===== src/rtl/pri_icache_ctrl_fsm.sv =====
// Per-core L1 icache control sequencer.
// Serves bypass / flush / selective-flush requests from the icache control
// unit: stalls fetch, drains in-flight refills, clears tag valid bits through
// the shared tag write port and returns level-sensitive acks. It also runs the
// mandatory tag invalidation walk after reset.
module pri_icache_ctrl_fsm #(
  parameter int NB_WAYS    = 4,
  parameter int NB_SETS    = 64,
  parameter int SET_ID_LSB = 4
) (
  input  logic                       clk_i,
  input  logic                       rst_ni,
  input  logic                       bypass_req_i,
  output logic                       bypass_ack_o,
  input  logic                       flush_req_i,
  output logic                       flush_ack_o,
  input  logic                       sel_flush_req_i,
  input  logic [31:0]                sel_flush_addr_i,
  output logic                       sel_flush_ack_o,
  input  logic                       fetch_busy_i,
  output logic                       fetch_stall_o,
  output logic                       bypass_o,
  output logic                       tag_we_o,
  output logic [$clog2(NB_SETS)-1:0] tag_set_o,
  output logic [NB_WAYS-1:0]         tag_way_be_o,
  input  logic                       tag_gnt_i
);

  localparam int SET_W = $clog2(NB_SETS);
  localparam logic [SET_W-1:0] LAST_SET = SET_W'(NB_SETS - 1);
  localparam logic [SET_W-1:0] SET_ONE  = SET_W'(1);
  localparam logic [SET_W-1:0] SET_ZERO = SET_W'(0);

  typedef enum logic [2:0] {
    S_INIT_WALK = 3'd0,
    S_IDLE      = 3'd1,
    S_DRAIN     = 3'd2,
    S_WALK      = 3'd3,
    S_SEL       = 3'd4,
    S_DONE      = 3'd5
  } state_e;

  typedef enum logic [1:0] {
    OP_BYP_ON  = 2'd0,
    OP_BYP_OFF = 2'd1,
    OP_FLUSH   = 2'd2,
    OP_SEL     = 2'd3
  } op_e;

  state_e           state_r;
  state_e           state_nxt_s;
  op_e              op_r;
  op_e              op_pick_s;
  logic [SET_W-1:0] cnt_r;
  logic [SET_W-1:0] sel_set_r;
  logic             bypass_r;
  logic             bypass_ack_r;
  logic             flush_ack_r;
  logic             sel_ack_r;

  logic             walk_last_s;
  logic             byp_pend_s;
  logic             flush_pend_s;
  logic             sel_pend_s;
  logic             any_pend_s;
  logic             done_req_s;
  logic             unused_addr_s;

  // Only the set-index bits of the flush address matter here.
  assign unused_addr_s = ^sel_flush_addr_i;

  assign walk_last_s  = tag_gnt_i && (cnt_r == LAST_SET);
  assign byp_pend_s   = (bypass_req_i != bypass_r);
  assign flush_pend_s = flush_req_i && !flush_ack_r;
  assign sel_pend_s   = sel_flush_req_i && !sel_ack_r;
  assign any_pend_s   = byp_pend_s || flush_pend_s || sel_pend_s;
  // Request line that keeps DONE (and its ack) alive for the current op.
  assign done_req_s   = (op_r == OP_FLUSH) ? flush_req_i : sel_flush_req_i;

  // Priority pick of the pending operation: bypass change, flush, sel flush.
  always_comb begin
    op_pick_s = OP_SEL;
    if (byp_pend_s) begin
      op_pick_s = bypass_r ? OP_BYP_OFF : OP_BYP_ON;
    end else if (flush_pend_s) begin
      op_pick_s = OP_FLUSH;
    end else begin
      op_pick_s = OP_SEL;
    end
  end

  // State register.
  always_ff @(posedge clk_i or negedge rst_ni) begin
    if (!rst_ni) begin
      state_r <= S_INIT_WALK;
    end else begin
      state_r <= state_nxt_s;
    end
  end

  // Next-state logic.
  always_comb begin
    state_nxt_s = state_r;
    case (state_r)
      S_INIT_WALK: begin
        if (walk_last_s) state_nxt_s = S_IDLE;
        else             state_nxt_s = S_INIT_WALK;
      end
      S_IDLE: begin
        if (any_pend_s) state_nxt_s = S_DRAIN;
        else            state_nxt_s = S_IDLE;
      end
      S_DRAIN: begin
        if (fetch_busy_i) begin
          state_nxt_s = S_DRAIN;
        end else begin
          case (op_r)
            OP_BYP_ON:  state_nxt_s = S_IDLE;
            OP_BYP_OFF: state_nxt_s = S_WALK;
            OP_FLUSH:   state_nxt_s = S_WALK;
            OP_SEL:     state_nxt_s = S_SEL;
            default:    state_nxt_s = S_IDLE;
          endcase
        end
      end
      S_WALK: begin
        if (walk_last_s) state_nxt_s = (op_r == OP_BYP_OFF) ? S_IDLE : S_DONE;
        else             state_nxt_s = S_WALK;
      end
      S_SEL: begin
        if (tag_gnt_i) state_nxt_s = S_DONE;
        else           state_nxt_s = S_SEL;
      end
      S_DONE: begin
        if (done_req_s) state_nxt_s = S_DONE;
        else            state_nxt_s = S_IDLE;
      end
      default: state_nxt_s = S_INIT_WALK;
    endcase
  end

  // Outputs decoded purely from the state register.
  always_comb begin
    tag_we_o      = 1'b0;
    fetch_stall_o = 1'b0;
    tag_set_o     = cnt_r;
    case (state_r)
      S_INIT_WALK, S_WALK: begin
        tag_we_o      = 1'b1;
        fetch_stall_o = 1'b1;
        tag_set_o     = cnt_r;
      end
      S_SEL: begin
        tag_we_o      = 1'b1;
        fetch_stall_o = 1'b1;
        tag_set_o     = sel_set_r;
      end
      S_DRAIN: begin
        tag_we_o      = 1'b0;
        fetch_stall_o = 1'b1;
        tag_set_o     = cnt_r;
      end
      default: begin
        tag_we_o      = 1'b0;
        fetch_stall_o = 1'b0;
        tag_set_o     = cnt_r;
      end
    endcase
  end

  assign tag_way_be_o    = {NB_WAYS{1'b1}};
  assign bypass_o        = bypass_r;
  assign bypass_ack_o    = bypass_ack_r;
  assign flush_ack_o     = flush_ack_r;
  assign sel_flush_ack_o = sel_ack_r;

  // Walk set counter: advances on each grant, rearmed to set 0 while draining.
  always_ff @(posedge clk_i or negedge rst_ni) begin
    if (!rst_ni) begin
      cnt_r <= SET_ZERO;
    end else if ((state_r == S_INIT_WALK || state_r == S_WALK) && tag_gnt_i) begin
      cnt_r <= cnt_r + SET_ONE;
    end else if (state_r == S_DRAIN) begin
      cnt_r <= SET_ZERO;
    end else begin
      cnt_r <= cnt_r;
    end
  end

  // Latch the picked op and the sel-flush set index when leaving IDLE.
  always_ff @(posedge clk_i or negedge rst_ni) begin
    if (!rst_ni) begin
      op_r      <= OP_BYP_ON;
      sel_set_r <= SET_ZERO;
    end else if (state_r == S_IDLE && any_pend_s) begin
      op_r      <= op_pick_s;
      sel_set_r <= sel_flush_addr_i[SET_ID_LSB +: SET_W];
    end else begin
      op_r      <= op_r;
      sel_set_r <= sel_set_r;
    end
  end

  // Bypass state and its ack only change once an entry/exit sequence completes.
  always_ff @(posedge clk_i or negedge rst_ni) begin
    if (!rst_ni) begin
      bypass_r     <= 1'b0;
      bypass_ack_r <= 1'b0;
    end else if (state_r == S_DRAIN && !fetch_busy_i && op_r == OP_BYP_ON) begin
      bypass_r     <= 1'b1;
      bypass_ack_r <= 1'b1;
    end else if (state_r == S_WALK && walk_last_s && op_r == OP_BYP_OFF) begin
      bypass_r     <= 1'b0;
      bypass_ack_r <= 1'b0;
    end else begin
      bypass_r     <= bypass_r;
      bypass_ack_r <= bypass_ack_r;
    end
  end

  // Flush / sel-flush acks: raised on entry to DONE, dropped when the req goes low.
  always_ff @(posedge clk_i or negedge rst_ni) begin
    if (!rst_ni) begin
      flush_ack_r <= 1'b0;
      sel_ack_r   <= 1'b0;
    end else if (state_r == S_WALK && walk_last_s && op_r == OP_FLUSH) begin
      flush_ack_r <= 1'b1;
      sel_ack_r   <= sel_ack_r;
    end else if (state_r == S_SEL && tag_gnt_i) begin
      flush_ack_r <= flush_ack_r;
      sel_ack_r   <= 1'b1;
    end else if (state_r == S_DONE && !done_req_s) begin
      flush_ack_r <= 1'b0;
      sel_ack_r   <= 1'b0;
    end else begin
      flush_ack_r <= flush_ack_r;
      sel_ack_r   <= sel_ack_r;
    end
  end

endmodule


===== config.mk =====
export PLATFORM = sky130hd
export DESIGN_NAME = pri_icache_ctrl_fsm
export DESIGN_NICKNAME = d
export VERILOG_FILES = /design/src/rtl/pri_icache_ctrl_fsm.sv
export SDC_FILE = /design/constraint.sdc
export NUM_CORES = 1
export LEC_CHECK = 0
export CORE_ASPECT_RATIO = 1.75
export CORE_MARGIN = 2
export CORE_UTILIZATION = 28
export DETAILED_ROUTE_END_ITERATION = 6
export PLACE_DENSITY_LB_ADDON = 0.05
export SLEW_MARGIN = 10
export SYNTH_ARGS = -nofsm -noshare
export SYNTH_HDL_FRONTEND = slang
export SYNTH_SLANG_ARGS = --single-unit

===== constraint.sdc =====
create_clock -name clk_i -period 4 [get_ports clk_i]
set_input_delay 1.2 -clock clk_i [delete_from_list [all_inputs] [get_ports clk_i]]
set_output_delay 1.2 -clock clk_i [all_outputs]
set_load 0.02 [all_outputs]

Yosys cells after proc, flatten, opt, wreduce, memory -nomap -nowiden

Index checks and enable logic that the tools add are counted.

Register bits: 20
Input port bits: 39
Output and inout bits: 16
Word-level logic and storage cells: 74

$add $sub $neg: 1
Equality and inequality tests: 11
Multiplexer cells: 24
Bitwise logic cells: 1
Reductions and logical operators: 30

Operators by type and width:

| operator                                                        | count |
|---|---|
| 6-bit two-way mux                                               | 3 |
| 3-bit one-hot mux with 6 select lines                           | 1 |
| 1-bit two-way mux                                               | 13 |
| 1-bit logical AND                                               | 12 |
| 3-bit two-way mux                                               | 4 |
| 3-bit one-hot mux with 3 select lines                           | 1 |
| 2-bit nonzero test                                              | 4 |
| 6-bit by 1-bit adder with 6-bit output, second input constant   | 1 |
| 3-bit by 2-bit == test with 1-bit output, second input constant | 2 |
| 3-bit == test, second input constant                            | 2 |
| 6-bit == test, second input constant                            | 1 |
| 2-bit == test, second input constant                            | 2 |
| 1-bit logical NOT                                               | 4 |
| 2-bit two-way mux                                               | 2 |
| 2-bit AND reduction                                             | 2 |
| 4-bit OR reduction                                              | 1 |
| 3-bit by 1-bit == test with 1-bit output, second input constant | 1 |
| 3-bit logical NOT                                               | 1 |
| 1-bit logical OR                                                | 3 |
| 3-bit OR reduction                                              | 1 |
| 2-bit by 1-bit == test with 1-bit output, second input constant | 1 |
| 2-bit logical NOT                                               | 1 |
| 2-bit != test, second input constant                            | 1 |
| 2-bit OR reduction                                              | 1 |
| 2 further kinds                                                 | 2 |

Depth between registers and ports, before layout

Word-level depth: 7
Mapped depth: 6
Gate-level depth less buffers: 6

Least setup slack after synthesis

OpenSTA, ideal clock, no wires.

Path kind: reg2out
From: register state_r[2]
To: output port tag_set_o[0]
Arrival time: 1.335 ns
Data required time: 2.800 ns
Path slack: 1.465 ns
Stages on the path, launching flop included: 5
Buffers on the path: 1
Path through: dfrtp_1 -> clkbuf_2 -> nand2b_1 -> nor2_1 -> mux2_2

Longest elaborated chain between the ends: 2

Ends and longest elaborated chain:

| item                     | RTL line | RTL |
|---|---|---|
| start: declaration       | 50       | `state_e state_r;` |
| start signal: assignment | 97       | `state_r <= state_nxt_s;` |
| 3-bit == test            | 147      | `case (state_r)` |
| 6-bit two-way mux        | 147      |  |
| end: declaration         | 24       | `output logic [$clog2(NB_SETS)-1:0] tag_set_o,` |

Every way passes these cells.

Worst setup path after layout

From: register state_r[1]
To: output port tag_set_o[0]

The elaborated chain is that of the path after synthesis.

==> run metrics <==
Setup CP Type reg2out; cell area power density around 720 nW/um^2; mapped cell area 1270 um^2; share of cells above drive strength 1 0.155; I/O pin count 55; Root Buffer clkbuf_8; Die Y 93.0 um; Synth Register Bits 20; die area 5110 um^2; Post-synth EDFFs 0; CP endpoint kind primary output; Worst-Skew Late Latency 0.26 ns; most frequent cells in the layout 24 x clkdlybuf4s50_1, 20 x dfrtp_1, 14 x mux2_2; cts-stage hold buffer count 0; CP max FO 6; Warnings, synthesis 0; commonest non-fill, non-tap cell in the layout clkdlybuf4s50_1; clock buffer depth 2; CTS H-tree depth 1; # rows 32; Antenna Cells 0; wire per inst 16.0 um; setup tns final 0 ns; Global Route Usage Sum 0.148; Min-Delay Path Depth 1; Logic pwr share 0.548; Worst R2R Path Depth 5; Setup crit start state_r[1]; Synth-to-Final Area Change 25.9%; final wirelength 3.30 mm; post_cts resized 0; slew at the pin closest to its max-slew limit 0.956 ns; f_max 294 MHz; CTS tree done; Data arrival, critical path ~2.2 ns; clock network fraction of total power 0.138; global-route wire length before repair between 5 and 6 mm; flop2flop setup slack about 2.2 ns; unrepaired setup endpoints after global routing false; final core utilization 0.366; syn avg cell area about 9.6 um^2; GR Overflow Total 0; sequential share of the synthesized area 0.394; outcome completed; max cap viols 0; total CTS buffers 3; Netlist cell types 36; largest net degree at the start of global routing 23; final routed DRC violation total 0; switching pwr 0.000468 W; DRT Pass-1 Iters 4; Critical-path top delay cell clkdlybuf4s50_1; asr flop ratio synth 1.00; postcts setup bufs 0; reg2reg start cnt_r[0]; Hold Path Class reg2reg; Final nets 201; Final Hold Fails 0; min Tclk post-route 3.40 ns; antenna violations before repair 0; Vias per Instance about 5.2; starting density of the core 0.291; Internal 0.000678 W; Sw Share 0.408; Leakage 0.671 nW; clock-pin transition on the worst setup and hold timing paths 0.08 ns; DP Wirelength 2.53 mm; CP startpoint kind register; DRT antenna net count 0; PortBufs 24; Slew headroom 0.361; vias 1067; WP data required 2.80 ns; Die Wd ~55 um; Flop pwr share 0.314; CP max stage delay around 0.54 ns; Max IR drop VDD 0.299 mV; CTS Sinks 20; CP Cell Sequence nand2b_1 > nor2_1 > mux2_2 > clkdlybuf4s50_1; max-slew violations 0; Fillers between 400 and 500; number of global-route vias before repair 1128; Cells after Synth approximately 130; hold path startpoint sel_set_r[0]; final period utilization 0.849; GP Congestion 0.760; ys flop type dfrtp_1; clk_skew 0.00108 ns; final setup vio count 0; Initial DRC Count 21; Placeable Area about 4400 um^2
## metrics by stage
stage | worst slack (ns) | hold slack [ns] | total power, W | instances | cell area (um^2)
floorplan | 1.46 | 0.475 | 0.000769 | 135 | 1280
finish | 0.603 | 0.508 | 0.00115 | 206 | 1600
global placement | 0.833 | 0.484 | 0.000989 | 202 | 1540
CTS | 0.547 | 0.510 | 0.00117 | 206 | 1600
detailed placement | 0.843 | 0.492 | 0.00100 | 202 | 1540
global route | 0.429 | 0.519 | 0.00124 | 206 | 1600
## logic make-up after synthesis
| family | synth area share |
|---|---|
| buffers and inverters | 0.0680 |
| XOR/XNOR | 0.00690 |
| other | 0.00296 |
| AO/OA/AOI/OAI | 0.149 |
| multiplexers | 0.132 |
| flip-flops | 0.394 |
| adder cells (fa/ha/maj) | 0.0592 |
| AND/OR/NAND/NOR | 0.187 |
## worst max-delay path: cells and delay by family, from the launching register on
family	cells	cell delay [ns]
buffers and inverters	1	0.54
DFF	1	0.38
and+or+nand+nor	2	0.62
muxes	1	0.40
## cells in the mapped netlist (2+ instances only)
cell,instances,area (um^2)
a21oi_1,9,45.0
a31oi_1,2,12.5
a32o_1,3,30.0
and3_1,3,18.8
buf_2,2,10.0
buf_4,5,37.5
clkbuf_1,3,11.3
dfrtp_1,20,500
ha_1,6,75.1
inv_1,6,22.5
mux2_2,14,158
nand2_1,9,33.8
nand2b_1,4,25.0
nand3_1,3,15.0
nand4_1,3,18.8
nor2_1,9,33.8
nor2b_1,4,25.0
o21ai_0,8,40.0
o22a_1,2,17.5
## layer usage
layer,vias up,share of wire,GRT usage
li1,509,-,-
met4,0,0.026,0.0708
met1,526,0.38,0.163
met2,25,0.56,0.266
met5,-,0,0
met3,7,0.028,0.0144
## power by group through the flow
stage | registers, W | logic [W] | clock network [W]
after floorplan | 0.000363 | 0.000406 | 0
after global routing | 0.000377 | 0.000693 | 0.000173
after CTS | 0.000363 | 0.000638 | 0.000164
after detailed placement | 0.000368 | 0.000635 | 0
after global placement | 0.000361 | 0.000628 | 0
final | 0.000360 | 0.000628 | 0.000158
## sequential cells by signal (all words and copies together) (netlist names)
| name | count |
|---|---|
| sel_flush_ack_o | 1 |
| bypass_ack_o | 1 |
| state_r | 3 |
| flush_ack_o | 1 |
| sel_set_r | 6 |
| op_r | 2 |
| cnt_r | 6 |
## final cells by class
cell class / instances / area [um^2] / share of cell area
multi-input combinational: 98 / 693 / 0.434
clock buffer: 4 / 55.1 / 0.0345
sequential: 20 / 500 / 0.313
tap: 51 / 63.8 / 0.0399
timing repair buffer: 27 / 263 / 0.164
inverter: 6 / 22.5 / 0.0141
## worst paths after layout
check                                to
setup / recovery           tag_set_o[0]
hold / removal             sel_set_r[0]
setup reg to reg               cnt_r[4]
hold reg to reg            sel_set_r[0]
max in group asynchronous      cnt_r[0]
min in group asynchronous       op_r[0]
No activity file was read; power rests on OpenSTA's default activity.
